==> src/rtl/demux_pkg.sv <==
// Shared constants and scan-state encoding for the demux_select write/readback slice.
package demux_pkg;

  localparam int unsigned DW  = 4;
  localparam int unsigned NCH = 8;

  localparam logic [2:0] LAST_IDX = 3'd7;
  localparam logic [7:0] OVW_MAX  = 8'd255;

  typedef enum logic [1:0] {
    ST_IDLE = 2'd0,
    ST_SCAN = 2'd1,
    ST_DONE = 2'd2
  } scan_state_t;

endpackage

==> src/rtl/demux_scan_fsm.sv <==
// Readback scanner: walks channel indices 0..7, one per cycle, then pulses done.
// Also owns the write-side in_ready, which is held low for the whole scan.
module demux_scan_fsm
  import demux_pkg::*;
(
  input  logic       clk,
  input  logic       rst_n,
  input  logic       i_start,
  input  logic       i_clr,
  output logic       o_in_ready,
  output logic       o_rd_valid,
  output logic [2:0] o_rd_sel,
  output logic       o_rd_done,
  output logic       o_load,
  output logic [2:0] o_load_idx
);

  scan_state_t r_state;
  logic [2:0]  r_idx;
  logic        r_rd_valid;
  logic        r_rd_done;
  logic        r_in_ready;

  always_ff @(posedge clk or negedge rst_n) begin
    if (!rst_n) begin
      r_state    <= ST_IDLE;
      r_idx      <= '0;
      r_rd_valid <= 1'b0;
      r_rd_done  <= 1'b0;
      r_in_ready <= 1'b1;
    end else if (i_clr) begin
      r_state    <= ST_IDLE;
      r_idx      <= '0;
      r_rd_valid <= 1'b0;
      r_rd_done  <= 1'b0;
      r_in_ready <= 1'b1;
    end else begin
      case (r_state)
        ST_IDLE: begin
          r_rd_done <= 1'b0;
          if (i_start) begin
            r_state    <= ST_SCAN;
            r_idx      <= '0;
            r_rd_valid <= 1'b1;
            r_in_ready <= 1'b0;
          end
        end
        ST_SCAN: begin
          if (r_idx == LAST_IDX) begin
            r_state    <= ST_DONE;
            r_rd_valid <= 1'b0;
            r_rd_done  <= 1'b1;
          end else begin
            r_idx <= r_idx + 3'd1;
          end
        end
        ST_DONE: begin
          r_state    <= ST_IDLE;
          r_rd_done  <= 1'b0;
          r_in_ready <= 1'b1;
        end
        default: begin
          r_state    <= ST_IDLE;
          r_rd_valid <= 1'b0;
          r_rd_done  <= 1'b0;
          r_in_ready <= 1'b1;
        end
      endcase
    end
  end

  // Tells the register file which channel to capture into rd_data on this edge,
  // so rd_data lines up with the registered rd_sel.
  always_comb begin
    o_load     = 1'b0;
    o_load_idx = '0;
    if (!i_clr) begin
      if (r_state == ST_IDLE && i_start) begin
        o_load     = 1'b1;
        o_load_idx = '0;
      end else if (r_state == ST_SCAN && r_idx != LAST_IDX) begin
        o_load     = 1'b1;
        o_load_idx = r_idx + 3'd1;
      end
    end
  end

  assign o_in_ready = r_in_ready;
  assign o_rd_valid = r_rd_valid;
  assign o_rd_sel   = r_idx;
  assign o_rd_done  = r_rd_done;

endmodule

==> src/rtl/demux_select.sv <==
// Registered 1-to-8 demux with channel register file and readback scan.
// Optional status outputs (wr_mask, ovw_cnt) enabled by DEMUX_STATUS_EN.
module demux_select
  import demux_pkg::*;
(
  input  logic              clk,
  input  logic              rst_n,
  input  logic [DW-1:0]     in_data,
  input  logic [2:0]        flag,
  input  logic              in_valid,
  output logic              in_ready,
  input  logic              clr,
  output logic [NCH*DW-1:0] out_bus,
  output logic [NCH-1:0]    out_upd,
  input  logic              scan_start,
  output logic              rd_valid,
  output logic [2:0]        rd_sel,
  output logic [DW-1:0]     rd_data,
  output logic              rd_done
`ifdef DEMUX_STATUS_EN
  ,
  output logic [NCH-1:0]    wr_mask,
  output logic [7:0]        ovw_cnt
`endif
);

  logic [DW-1:0]  r_ch     [NCH];
  logic [DW-1:0]  w_ch_nxt [NCH];
  logic [NCH-1:0] r_upd;
  logic [NCH-1:0] w_upd_nxt;
  logic [DW-1:0]  r_rd_data;
  logic           w_in_ready;
  logic           w_wr;
  logic           w_load;
  logic [2:0]     w_load_idx;

  demux_scan_fsm u_scan (
    .clk        (clk),
    .rst_n      (rst_n),
    .i_start    (scan_start),
    .i_clr      (clr),
    .o_in_ready (w_in_ready),
    .o_rd_valid (rd_valid),
    .o_rd_sel   (rd_sel),
    .o_rd_done  (rd_done),
    .o_load     (w_load),
    .o_load_idx (w_load_idx)
  );

  assign w_wr = in_valid && w_in_ready && !clr;

  // Next-state view of the register file; readback samples it so a write on
  // the scan-start edge is already visible in channel 0's readback.
  always_comb begin
    w_upd_nxt = '0;
    for (int unsigned k = 0; k < NCH; k++) w_ch_nxt[k] = r_ch[k];
    if (clr) begin
      for (int unsigned k = 0; k < NCH; k++) w_ch_nxt[k] = '0;
    end else if (w_wr) begin
      w_ch_nxt[flag]  = in_data;
      w_upd_nxt[flag] = 1'b1;
    end
  end

  always_ff @(posedge clk or negedge rst_n) begin
    if (!rst_n) begin
      for (int unsigned k = 0; k < NCH; k++) r_ch[k] <= '0;
      r_upd     <= '0;
      r_rd_data <= '0;
    end else begin
      for (int unsigned k = 0; k < NCH; k++) r_ch[k] <= w_ch_nxt[k];
      r_upd <= w_upd_nxt;
      if (clr)
        r_rd_data <= '0;
      else if (w_load)
        r_rd_data <= w_ch_nxt[w_load_idx];
    end
  end

  always_comb begin
    out_bus = '0;
    for (int unsigned k = 0; k < NCH; k++) out_bus[k*DW +: DW] = r_ch[k];
  end

  assign out_upd  = r_upd;
  assign in_ready = w_in_ready;
  assign rd_data  = r_rd_data;

`ifdef DEMUX_STATUS_EN
  logic [NCH-1:0] r_wr_mask;
  logic [7:0]     r_ovw_cnt;

  always_ff @(posedge clk or negedge rst_n) begin
    if (!rst_n) begin
      r_wr_mask <= '0;
      r_ovw_cnt <= '0;
    end else if (clr) begin
      r_wr_mask <= '0;
      r_ovw_cnt <= '0;
    end else if (w_wr) begin
      r_wr_mask[flag] <= 1'b1;
      if (r_wr_mask[flag] && r_ovw_cnt != OVW_MAX)
        r_ovw_cnt <= r_ovw_cnt + 8'd1;
    end
  end

  assign wr_mask = r_wr_mask;
  assign ovw_cnt = r_ovw_cnt;
`endif

endmodule

==> config.mk <==
export PLATFORM = sky130hd
export DESIGN_NAME = demux_select
export DESIGN_NICKNAME = d
export VERILOG_FILES = /design/src/rtl/demux_pkg.sv /design/src/rtl/demux_scan_fsm.sv /design/src/rtl/demux_select.sv
export SDC_FILE = /design/constraint.sdc
export NUM_CORES = 1
export LEC_CHECK = 0
export BUFFER_PORTS_ARGS = -buffer_cell sky130_fd_sc_hd__buf_2
export CAP_MARGIN = 40
export CORE_MARGIN = 2
export CORE_UTILIZATION = 30
export DETAILED_ROUTE_END_ITERATION = 16
export PLACE_DENSITY_LB_ADDON = 0.08
export SYNTH_ARGS = -nofsm -noshare
export SYNTH_HDL_FRONTEND = slang
export SYNTH_SLANG_ARGS = --single-unit
==> constraint.sdc <==
create_clock -name clk -period 2.37 [get_ports clk]
set_input_delay 0.474 -clock clk [delete_from_list [all_inputs] [get_ports clk]]
set_output_delay 0.474 -clock clk [all_outputs]
set_load 0.02 [all_outputs]
==> results of run 1 <==
[per-layer routing]
metal | GRT usage (%) | vias up | routed length [um]
li1 | - | 1143 | -
met1 | 26.2 | 1161 | 4130
met2 | 26.4 | 67 | 3740
met3 | 3.96 | 16 | 422
met4 | 5.77 | 0 | 191
met5 | 0 | - | 0
[logic make-up (layout without fill, tap and decap cells)]
logic type      after synthesis  after routing  synth area share (%)
compound gates               95             95                  21.7
fa+ha+maj                     2              2                 0.958
buf+inv                      26             90                  4.55
flops                        52             52                  49.9
mux                           5              5                  2.11
simple gates                 99             99                  20.8
[final cells by class]
| class | instances | area, um^2 |
|---|---|---|
| multi-input cells | 201 | 1230 |
| well taps | 108 | 135 |
| repair buffers | 76 | 418 |
| fillers | 906 | 5390 |
| clock buffers | 7 | 86.3 |
| inverters | 6 | 22.5 |
| clock inverters | 1 | 7.51 |
| flip-flops and latches | 52 | 1310 |
[per-stage QoR]
stage               cells  hold WS (ps)
floorplan             279           178
global placement      443           478
detailed placement    443           470
CTS                   451           159
global route          451           167
finish                451           144
[power groups by stage]
stage / logic, W / clock network (W) / registers (W)
after global routing: 0.000243 / 0.000602 / 0.000923
final: 0.000221 / 0.000542 / 0.000920
after floorplan: 0.000106 / 0 / 0.000953
after detailed placement: 0.000219 / 0 / 0.000938
after CTS: 0.000220 / 0.000564 / 0.000920
after global placement: 0.000220 / 0 / 0.000937
[cells in the final DEF, fill, tap and decap left out, types with 3 or more instances in the layout]
cell type / netlist / final
sky130_fd_sc_hd__buf_2: 3 / 61
sky130_fd_sc_hd__dfrtp_1: 51 / 49
sky130_fd_sc_hd__a21oi_1: 32 / 32
sky130_fd_sc_hd__o21ai_0: 31 / 31
sky130_fd_sc_hd__nor2_1: 23 / 23
sky130_fd_sc_hd__nand2_1: 19 / 18
sky130_fd_sc_hd__buf_4: 2 / 15
sky130_fd_sc_hd__nand3_1: 14 / 14
sky130_fd_sc_hd__nor2b_1: 9 / 9
sky130_fd_sc_hd__nor3_1: 8 / 7
sky130_fd_sc_hd__nand4b_1: 6 / 6
sky130_fd_sc_hd__inv_1: 6 / 6
sky130_fd_sc_hd__clkbuf_8: 0 / 6
sky130_fd_sc_hd__o211ai_1: 5 / 5
sky130_fd_sc_hd__mux2i_1: 4 / 4
sky130_fd_sc_hd__o311ai_0: 4 / 4
sky130_fd_sc_hd__nand2b_1: 3 / 3
sky130_fd_sc_hd__o21ai_1: 3 / 3
sky130_fd_sc_hd__o221ai_1: 3 / 3
sky130_fd_sc_hd__a221oi_1: 3 / 3
[Yosys cell counts (all sizes together) (4+ instances only)]
cell,count,area [um^2]
nand2,19,71.3
buf,6,41.3
nor2b,9,56.3
o311ai,5,43.8
dfrtp,51,1280
mux2i,4,40.0
o21ai,34,170
nand3,14,70.1
nor2,25,98.8
nand4b,6,52.6
a21oi,32,160
nor3,8,40.0
clkbuf,14,55.1
inv,6,22.5
o211ai,5,37.5
[registers in the layout (all words and copies together) (netlist names)]
signal,flops
u_scan.o_rd_done,1
u_scan.r_state,2
rd_data,4
out_bus,32
out_upd,8
u_scan.o_rd_sel,3
u_scan.o_in_ready,1
u_scan.o_rd_valid,1
[critical path, stage by stage (launching register included)]
cell	delay [ps]
sky130_fd_sc_hd__dfrtp_2	440
sky130_fd_sc_hd__ha_4	170
sky130_fd_sc_hd__ha_4	180
sky130_fd_sc_hd__nor4b_4	280
sky130_fd_sc_hd__and2_1	210
sky130_fd_sc_hd__mux2_4	330
sky130_fd_sc_hd__a2111oi_0	440
sky130_fd_sc_hd__nand4b_1	170
[worst max-delay path by stage]
stage | startpoint | to | slack (ps) | cells after the start
2_1_floorplan | u_scan.o_rd_sel[0] | rd_data[3] | -80 | 9
3_3_place_gp | u_scan.o_rd_sel[1] | rd_data[0] | 140 | 8
3_5_place_dp | u_scan.o_rd_sel[1] | rd_data[0] | 60 | 7
4_1_cts | u_scan.o_rd_sel[1] | rd_data[0] | 50 | 7
5_1_grt | u_scan.o_rd_sel[1] | rd_data[1] | 30 | 7
6_report | u_scan.o_rd_sel[1] | rd_data[1] | 90 | 7
[repair_timing]
| item | in CTS | in global routing |
|---|---|---|
| resized for setup | 0 | 4 |
| endpoints found under the setup margin | 0 | 2 |
| hold buffers | 0 | 0 |
| setup buffers | 0 | 0 |
==> metrics, run 1 <==
number of antenna violations at the first check in global routing=0; Cell Pwr Density=525 nW/um^2; maximum number of pins on one net before global-route repair=29; number of design rule violations left after detail routing=0; growth of design area from synthesis to finish=22.7%; HPWL after detailed placement=6370 um; Pwr Total=0.00168 W; Combinational Power Share=13.1%; Routed WL per cell=18.8 um; total wire length after detailed routing=8490 um; number of enable-type register cells in the synthesized netlist=0; final hold violation count=0; cell area after layout=3200 um^2; area of the die=9470 um^2; number of storage elements in the synthesis netlist=52; count of buffers inserted at the top-level ports=61; synthesized net count=293; die boundary width=97.3 um; placeable core region=8590 um^2; share of the core filled with cells=37.3%; sw power=0.000472 W; result of the run=complete, no violations; hold crit path type=input port to async pin; H-Tree Depth=2; worst reg2reg endpoint=rd_data[1]; final number of setup-violating endpoints=0; via total after detailed routing=2,387; Worst Path Arrival=2530 ps; unrepaired setup endpoints after global routing=no; Max Fanout on Critical Path=9; CTS clk-pin slew, worst paths=100 ps; global route total overflow=0; Bufs on Longest Clock Path=2; reg2reg path depth=7; Internal Pwr Total=0.00121 W; Fin Clk Skew=8.56 ps; clock tree from TritonCTS=done; post-synthesis sequential area ratio=49.9%; total global routing track utilization=17.9%; total iterations of the first detailed-routing run=4; headroom to the max-slew limit=70.2%; Period Utilization, post-route=96.1%; maximum operating frequency=439 MHz; number of nets in the layout=356; max-slew violation total from the final report=0; TritonCTS Buffers=5; post-synthesis cell type count=47; required arrival time at the worst endpoint=2620 ps; IO Pins=62; initial drt markers=190; Critical R2R Launch=u_scan.o_rd_sel[1]; Synth Warn #=0; routability congestion estimate from global placement=0.896; Initial Utilization=30.4%; clock root buffer master=sky130_fd_sc_hd__clkbuf_8; mean cell area of the mapped netlist=9.36 um^2; clock latency at the later pin of the worst-skew pair=310 ps; slew at the pin with the worst max-slew slack=436 ps; flip-flop cell with the highest count after synthesis=sky130_fd_sc_hd__dfrtp_1; async set or reset register ratio after synthesis=100%; Syn Inst Count=279; worst setup path class=register to register; antenna diode count=0; floorplan row count=34; Netlist Area Pre-Place=2610 um^2; minimum period implied by the final worst setup slack=2280 ps; register-to-register setup slack=90 ps; area post-placement=3100 um^2; Detail Route Antenna Nets=0; category of the worst setup path launch point=register; worst slack at placement=60.0 ps; detailed-route vias per instance=5.29; fraction of layout cells with a size suffix above 1=28.0%; Clk network pwr share=32.2%; number of global-route vias before repair=2,344; max cap viols=0; post-route worst setup slack=91.5 ps; Die Y=97.3 um; LEAKAGE=1.48 nW; first-pass GRT wire length=13,300 um; Worst setup EP type=register; setup total negative slack=0 ps; switching fraction of total power=28.1%; sequential power share=54.7%; clock tree sinks=52; Max rail drop VDD=205 uV
Note: power is estimated with default switching activity, not from simulation.
==> run 2: changes to the inputs <==
--- a/config.mk
+++ b/config.mk
@@ -5,6 +5,7 @@
 export SDC_FILE = /design/constraint.sdc
 export NUM_CORES = 1
 export LEC_CHECK = 0
+export ABC_AREA = 1
 export BUFFER_PORTS_ARGS = -buffer_cell sky130_fd_sc_hd__buf_2
 export CAP_MARGIN = 40
 export CORE_MARGIN = 2
==> run 2 against run 1 <==
  * Via count rose by 1.7%
  * Synthesized area up 3.2%
  * Combinational power increased by 38%
  * Final area up 0.20%
  * Largest power group unchanged
  * Core utilization decreased by 0.47 points
  * Global-route usage shrank 2.1 points
  * Critical path type unchanged
==> metrics, run 2 <==
Max Fanout on Critical Path=10 (was 9); Cell Pwr Density=558 nW/um^2 (was 525 nW/um^2); initial drt markers=104 (was 190); fraction of layout cells with a size suffix above 1=20.8% (was 28.0%); minimum period implied by the final worst setup slack=2090 ps (was 2280 ps); number of hold-repair buffers added at the cts stage=0 (unchanged); worst setup path class=register to register (unchanged); Worst setup EP type=register (unchanged); setup total negative slack=0 ps (unchanged); clock latency at the later pin of the worst-skew pair=310 ps (about the same); via total after detailed routing=2,427 (was 2,387); count of buffers inserted at the top-level ports=61 (unchanged); TritonCTS Buffers=5 (unchanged); category of the worst setup path launch point=register (unchanged); Fin Clk Skew=7.18 ps (was 8.56 ps); Die Y=98.8 um (was 97.3 um); area of the die=9750 um^2 (was 9470 um^2); detailed-route vias per instance=4.65 (was 5.29); required arrival time at the worst endpoint=2570 ps (was 2620 ps); clock tree sinks=52 (unchanged); post-route worst setup slack=277 ps (was 91.5 ps); Critical R2R Launch=u_scan.o_rd_sel[0] (was u_scan.o_rd_sel[1]); most common cell in the netlist=sky130_fd_sc_hd__nand2_1 (was sky130_fd_sc_hd__dfrtp_1); number of inserted filler cells in the final layout=956 (was 906); result of the run=complete, no violations (unchanged); unrepaired setup endpoints after global routing=no (unchanged); ranking of synthesized cells by area=sky130_fd_sc_hd__dfrtp_1, sky130_fd_sc_hd__nand2_1, sky130_fd_sc_hd__inv_1 (was sky130_fd_sc_hd__dfrtp_1, sky130_fd_sc_hd__a21oi_1, sky130_fd_sc_hd__o21ai_0); cells along the critical path=ha_1, ha_1, nor2_4, nand2_1, inv_2, nand2_2, inv_2, nand3_1, nand2_1, nand2_1, nand3_1, nand2_1 (was ha_4, ha_4, nor4b_4, and2_1, mux2_4, a2111oi_0, nand4b_1); clock root buffer master=sky130_fd_sc_hd__clkbuf_8 (unchanged); number of antenna violations at the first check in global routing=0 (unchanged); CP peak stage delay=410 ps (was 440 ps); met1 usage=22.8% (was 26.2%); total global routing track utilization=15.8% (was 17.9%); Pwr Total=0.00179 W (was 0.00168 W); cell area after layout=3210 um^2 (was 3200 um^2); global-route track usage on met2=24.5% (was 26.4%); growth of design area from synthesis to finish=19.1% (was 22.7%); synthesized net count=364 (was 293); Commonest cells post-synth=sky130_fd_sc_hd__nand2_1, sky130_fd_sc_hd__inv_1, sky130_fd_sc_hd__dfrtp_1 (was sky130_fd_sc_hd__dfrtp_1, sky130_fd_sc_hd__a21oi_1, sky130_fd_sc_hd__o21ai_0); HPWL after detailed placement=5420 um (was 6370 um); Synth Warn #=0 (unchanged); Detail Route Antenna Nets=0 (unchanged); Worst Path Arrival=2290 ps (was 2530 ps); die boundary width=98.8 um (was 97.3 um); Initial Utilization=30.9% (was 30.4%); floorplan row count=34 (unchanged); Buf/Inv on CP=2 (was 0); register-to-register setup slack=280 ps (was 90 ps); most common cell after layout, fill and taps aside=sky130_fd_sc_hd__nand2_1 (was sky130_fd_sc_hd__buf_2); maximum number of pins on one net before global-route repair=53 (was 29); Most Frequent Cell on Critical Path=sky130_fd_sc_hd__nand2_1 (was sky130_fd_sc_hd__ha_4); flip-flop cell with the highest count after synthesis=sky130_fd_sc_hd__dfrtp_1 (unchanged); fin cells=522 (was 451); clock tree from TritonCTS=done (unchanged); GR peak layer=met2 (unchanged); placeable core region=8720 um^2 (was 8590 um^2); number of design rule violations left after detail routing=0 (unchanged); crit path launch=u_scan.o_rd_sel[0] (was u_scan.o_rd_sel[1]); antenna diode count=0 (unchanged); Netlist Area Pre-Place=2690 um^2 (was 2610 um^2); async set or reset register ratio after synthesis=100% (unchanged); IO Pins=62 (unchanged); worst reg2reg endpoint=rd_data[2] (was rd_data[1]); post-synthesis cell type count=25 (was 47); Syn Inst Count=350 (was 279); first-pass GRT wire length=12,300 um (was 13,300 um); number of enable-type register cells in the synthesized netlist=0 (unchanged); total iterations of the first detailed-routing run=4 (unchanged); routability congestion estimate from global placement=0.822 (was 0.896); Routed WL per cell=14.3 um (was 18.8 um); post-synthesis sequential area ratio=48.4% (was 49.9%); total wire length after detailed routing=7470 um (was 8490 um); largest delay contributor family on the critical path=simple AND/OR/NAND/NOR gates (unchanged); number of storage elements in the synthesis netlist=52 (unchanged); maximum operating frequency=478 MHz (was 439 MHz); slew at the pin with the worst max-slew slack=666 ps (was 436 ps); mean cell area of the mapped netlist=7.70 um^2 (was 9.36 um^2); number of nets in the layout=427 (was 356); area post-placement=3120 um^2 (was 3100 um^2); commonest non-fill, non-tap cells in the layout=sky130_fd_sc_hd__nand2_1, sky130_fd_sc_hd__buf_2, sky130_fd_sc_hd__inv_1 (was sky130_fd_sc_hd__buf_2, sky130_fd_sc_hd__dfrtp_1, sky130_fd_sc_hd__a21oi_1); max reg flops=32 (unchanged); cell count after placement=514 (was 443); reg2reg path depth=12 (was 7); headroom to the max-slew limit=55.6% (was 70.2%); Period Utilization, post-route=88.3% (was 96.1%); final number of setup-violating endpoints=0 (unchanged); postcts setup bufs=0 (unchanged); GR Layer Usage met3=2.98% (was 3.96%); final hold violation count=0 (unchanged); global route total overflow=0 (unchanged); number of global-route vias before repair=2,365 (was 2,344); proportion of netlist area held by the largest area contributor=47.4% (was 48.9%); post-cts sizing count=0 (unchanged); Bufs on Longest Clock Path=2 (unchanged); max cap viols=0 (unchanged); Critical Path Slowest Stage Cell=sky130_fd_sc_hd__dfrtp_1 (was sky130_fd_sc_hd__dfrtp_2); CTS clk-pin slew, worst paths=100 ps (about the same); register area=1300 um^2 (was 1310 um^2); Max rail drop VDD=222 uV (was 205 uV); library cell occupying the most area in the post-synthesis netlist=sky130_fd_sc_hd__dfrtp_1 (unchanged); multi-input logic area=1120 um^2 (was 1230 um^2); hold crit path type=input port to async pin (unchanged); H-Tree Depth=2 (unchanged); max-slew violation total from the final report=0 (unchanged); LEAKAGE=1.93 nW (was 1.48 nW); worst slack at placement=231 ps (was 60.0 ps)
## run 2: cell count changes after synthesis, moves of 5 or more
cell / change
sky130_fd_sc_hd__nand3_1: +26
sky130_fd_sc_hd__and3_1: +24
sky130_fd_sc_hd__nand4_1: +22
sky130_fd_sc_hd__o21ai_0: -28
sky130_fd_sc_hd__a21oi_1: -31
sky130_fd_sc_hd__nor2b_1: -9
sky130_fd_sc_hd__nand4b_1: -6
sky130_fd_sc_hd__nor3_1: -7
sky130_fd_sc_hd__clkbuf_1: -7
sky130_fd_sc_hd__inv_1: +48
sky130_fd_sc_hd__nand2_1: +83
sky130_fd_sc_hd__o211ai_1: -5
## run 2: worst reg2reg max path: cells and delay by family (launching register included)
family        cells  cell delay (ps)
simple gates      8              850
fa+ha+maj         2              420
flops             1              410
buf+inv           2              310
## run 2: stage by stage
stage	util (%)	hold slack, ps
after global routing	36.8	350
after detailed placement	35.8	474
final	36.8	281
after CTS	36.8	316
after global placement	35.8	485
after floorplan	-	178
## run 2: routing by layer
| metal | vias up | share of wire [%] |
|---|---|---|
| met5 | - | 0 |
| met4 | 0 | 1.1 |
| met3 | 6 | 4.4 |
| met2 | 49 | 44 |
| met1 | 1121 | 50 |
| li1 | 1251 | - |
## run 2: final cells by class
class / count / share of cell area [%]
well taps: 108 / 4.21
repair buffers: 66 / 10.7
flip-flops and latches: 52 / 40.6
clock buffers: 8 / 2.81
inverters: 58 / 6.82
multi-input cells: 230 / 34.9
## run 2: worst max-delay path by stage
stage / endpoint / slack (ps) / cells past startpoint
2_1_floorplan: rd_data[0] / 550 / 12
3_3_place_gp: rd_data[0] / 210 / 10
3_5_place_dp: rd_data[0] / 230 / 10
4_1_cts: rd_data[3] / 280 / 12
5_1_grt: rd_data[3] / 20 / 10
6_report: rd_data[2] / 280 / 12
## run 2: where the power goes
group          internal, W  switching (W)  total [W]
registers         0.000922      0.0000249   0.000947
logic            0.0000819       0.000224   0.000306
clock network     0.000239       0.000298   0.000538
## run 2: kinds of logic (layout without fill, tap and decap cells)
group | count (synthesis) | in the layout | share of synthesized area, %
adders and majority gates | 2 | 2 | 0.929
and+or+nand+nor | 219 | 219 | 38.8
DFF | 52 | 52 | 48.4
buffers and inverters | 68 | 132 | 10.1
AOI/OAI and AO/OA | 9 | 9 | 1.81
==> run 3: changes to the inputs <==
--- a/config.mk
+++ b/config.mk
@@ -10,6 +10,7 @@
 export CAP_MARGIN = 40
 export CORE_MARGIN = 2
 export CORE_UTILIZATION = 30
+export CTS_BUF_LIST = sky130_fd_sc_hd__clkbuf_16
 export DETAILED_ROUTE_END_ITERATION = 16
 export PLACE_DENSITY_LB_ADDON = 0.08
 export SYNTH_ARGS = -nofsm -noshare
==> run 3 against run 2 <==
  * Combinational power barely moved
  * Highest routed layer unchanged
  * Critical endpoint is now rd_data[3]
  * Register-to-register slack got worse by 20 ps
  * Sequential power barely moved
  * First-iteration DRC count rose by 24%
  * Clock power rose by 29%
  * Largest power group unchanged
  * Core utilization rose by 0.53 points
  * Critical path type unchanged
  * Cell count did not move
  * Maximum frequency fell by 0.82%
  * Sequential cell count did not move
==> metrics, run 3 (synthesis results as in run 2) <==
result of the run=complete, no violations (unchanged); growth of design area from synthesis to finish=20.9% (was 19.1%); Worst setup EP type=register (unchanged); HPWL after detailed placement=5420 um (unchanged); Die Y=98.8 um (unchanged); first-pass GRT wire length=12,300 um (unchanged); maximum number of pins on one net before global-route repair=53 (unchanged); number of inserted filler cells in the final layout=950 (was 956); Cell Pwr Density=600 nW/um^2 (was 558 nW/um^2); slew at the pin with the worst max-slew slack=684 ps (was 666 ps); number of antenna violations at the first check in global routing=0 (unchanged); category of the worst setup path launch point=register (unchanged); Detail Route Antenna Nets=0 (unchanged); maximum operating frequency=474 MHz (was 478 MHz); max-slew violation total from the final report=0 (unchanged); post-route worst setup slack=260 ps (was 277 ps); number of design rule violations left after detail routing=0 (unchanged); Fin Clk Skew=7.79 ps (was 7.18 ps); Critical R2R Launch=u_scan.o_rd_sel[0] (unchanged); minimum period implied by the final worst setup slack=2110 ps (was 2090 ps); floorplan row count=34 (unchanged); commonest non-fill, non-tap cells in the layout=sky130_fd_sc_hd__nand2_1, sky130_fd_sc_hd__buf_2, sky130_fd_sc_hd__inv_1 (unchanged); antenna diode count=0 (unchanged); crit path launch=u_scan.o_rd_sel[0] (unchanged); Period Utilization, post-route=89.0% (was 88.3%); Bufs on Longest Clock Path=2 (unchanged); worst setup path class=register to register (unchanged); clock root buffer master=sky130_fd_sc_hd__clkbuf_16 (was sky130_fd_sc_hd__clkbuf_8); final hold violation count=0 (unchanged); routability congestion estimate from global placement=0.822 (unchanged); CTS clk-pin slew, worst paths=70 ps (was 100 ps); Pwr Total=0.00195 W (was 0.00179 W); headroom to the max-slew limit=54.4% (was 55.6%); area of the die=9750 um^2 (unchanged); Worst Path Arrival=2290 ps (about the same); setup total negative slack=0 ps (unchanged); Routed WL per cell=14.4 um (was 14.3 um); required arrival time at the worst endpoint=2550 ps (was 2570 ps); clock tree from TritonCTS=done (unchanged); Max Fanout on Critical Path=10 (unchanged); max cap viols=0 (unchanged); number of hold-repair buffers added at the cts stage=0 (unchanged); final number of setup-violating endpoints=0 (unchanged); die boundary width=98.8 um (unchanged); postcts setup bufs=0 (unchanged); final hold slack=316 ps (was 281 ps); most common cell after layout, fill and taps aside=sky130_fd_sc_hd__nand2_1 (unchanged); total wire length after detailed routing=7520 um (was 7470 um); cell area after layout=3260 um^2 (was 3210 um^2); clock tree sinks=52 (unchanged); via total after detailed routing=2,423 (was 2,427); area post-placement=3120 um^2 (unchanged); TritonCTS Buffers=5 (unchanged); Initial Utilization=30.9% (unchanged); unrepaired setup endpoints after global routing=no (unchanged); count of buffers inserted at the top-level ports=61 (unchanged); placeable core region=8720 um^2 (unchanged); max reg flops=32 (unchanged); total global routing track utilization=15.8% (about the same); global route total overflow=0 (unchanged); fraction of layout cells with a size suffix above 1=20.5% (was 20.8%); post-cts sizing count=0 (unchanged); clock latency at the later pin of the worst-skew pair=290 ps (was 310 ps); number of global-route vias before repair=2,369 (was 2,365); LEAKAGE=1.96 nW (was 1.93 nW); hold crit path type=input port to async pin (unchanged); worst slack at placement=231 ps (unchanged); IO Pins=62 (unchanged); Max rail drop VDD=276 uV (was 222 uV); register-to-register setup slack=260 ps (was 280 ps); number of nets in the layout=427 (unchanged); total iterations of the first detailed-routing run=4 (unchanged); initial drt markers=129 (was 104); detailed-route vias per instance=4.64 (was 4.65); H-Tree Depth=2 (unchanged)
## run 3: changes by cell type in the layout (fill, tap and decap cells not counted), sizes merged
cell    change
inv         +2
clkinv      +1
clkbuf      -3
## run 3: through the flow
| stage | instances | util [%] |
|---|---|---|
| finish | 522 | 37.3 |
| CTS | 522 | 37.3 |
| global route | 522 | 37.3 |
| detailed placement | 514 | 35.8 |
| global placement | 514 | 35.8 |
| floorplan | 350 | - |
## run 3: area by class of cell
type	count	area, um^2	share of cell area, %
well taps	108	135	4.15
multi-input cells	230	1120	34.4
repair buffers	66	343	10.5
clock buffers	5	125	3.84
flip-flops and latches	52	1300	40.0
clock inverters	3	11.3	0.346
inverters	58	219	6.73
## run 3: report_power, final
group          leakage [nW]  switching [W]  internal [W]
Sequential            0.716      0.0000252      0.000923
Combinational          1.17       0.000226     0.0000819
Clock                0.0738       0.000315      0.000381
## run 3: path summary, 6_finish.rpt
path,to,cells after the start
worst max-delay path,rd_data[3],12
worst min-delay path,out_upd[0],2
worst max register to register,rd_data[3],12
worst min register to register,rd_data[3],2
max in group asynchronous,u_scan.o_rd_sel[1],2
min in group clk,out_bus[19],3
## run 3: critical path, cell delays in order (launching register included)
cell and delay [ps]:
sky130_fd_sc_hd__dfrtp_1 400, sky130_fd_sc_hd__ha_1 200, sky130_fd_sc_hd__ha_1 220, sky130_fd_sc_hd__nor2_4 160, sky130_fd_sc_hd__nand2_1 100, sky130_fd_sc_hd__inv_2 100
sky130_fd_sc_hd__nand2_2 170, sky130_fd_sc_hd__inv_2 210, sky130_fd_sc_hd__nand3_1 130, sky130_fd_sc_hd__nand2_1 110, sky130_fd_sc_hd__nand2_1 50, sky130_fd_sc_hd__nand3_1 80
sky130_fd_sc_hd__nand2_1 60
## run 3: metal layers
layer	wire length, um	GRT usage [%]
met1	3720	22.8
met2	3370	24.7
met4	82	3.79
met5	0	0
met3	352	2.98
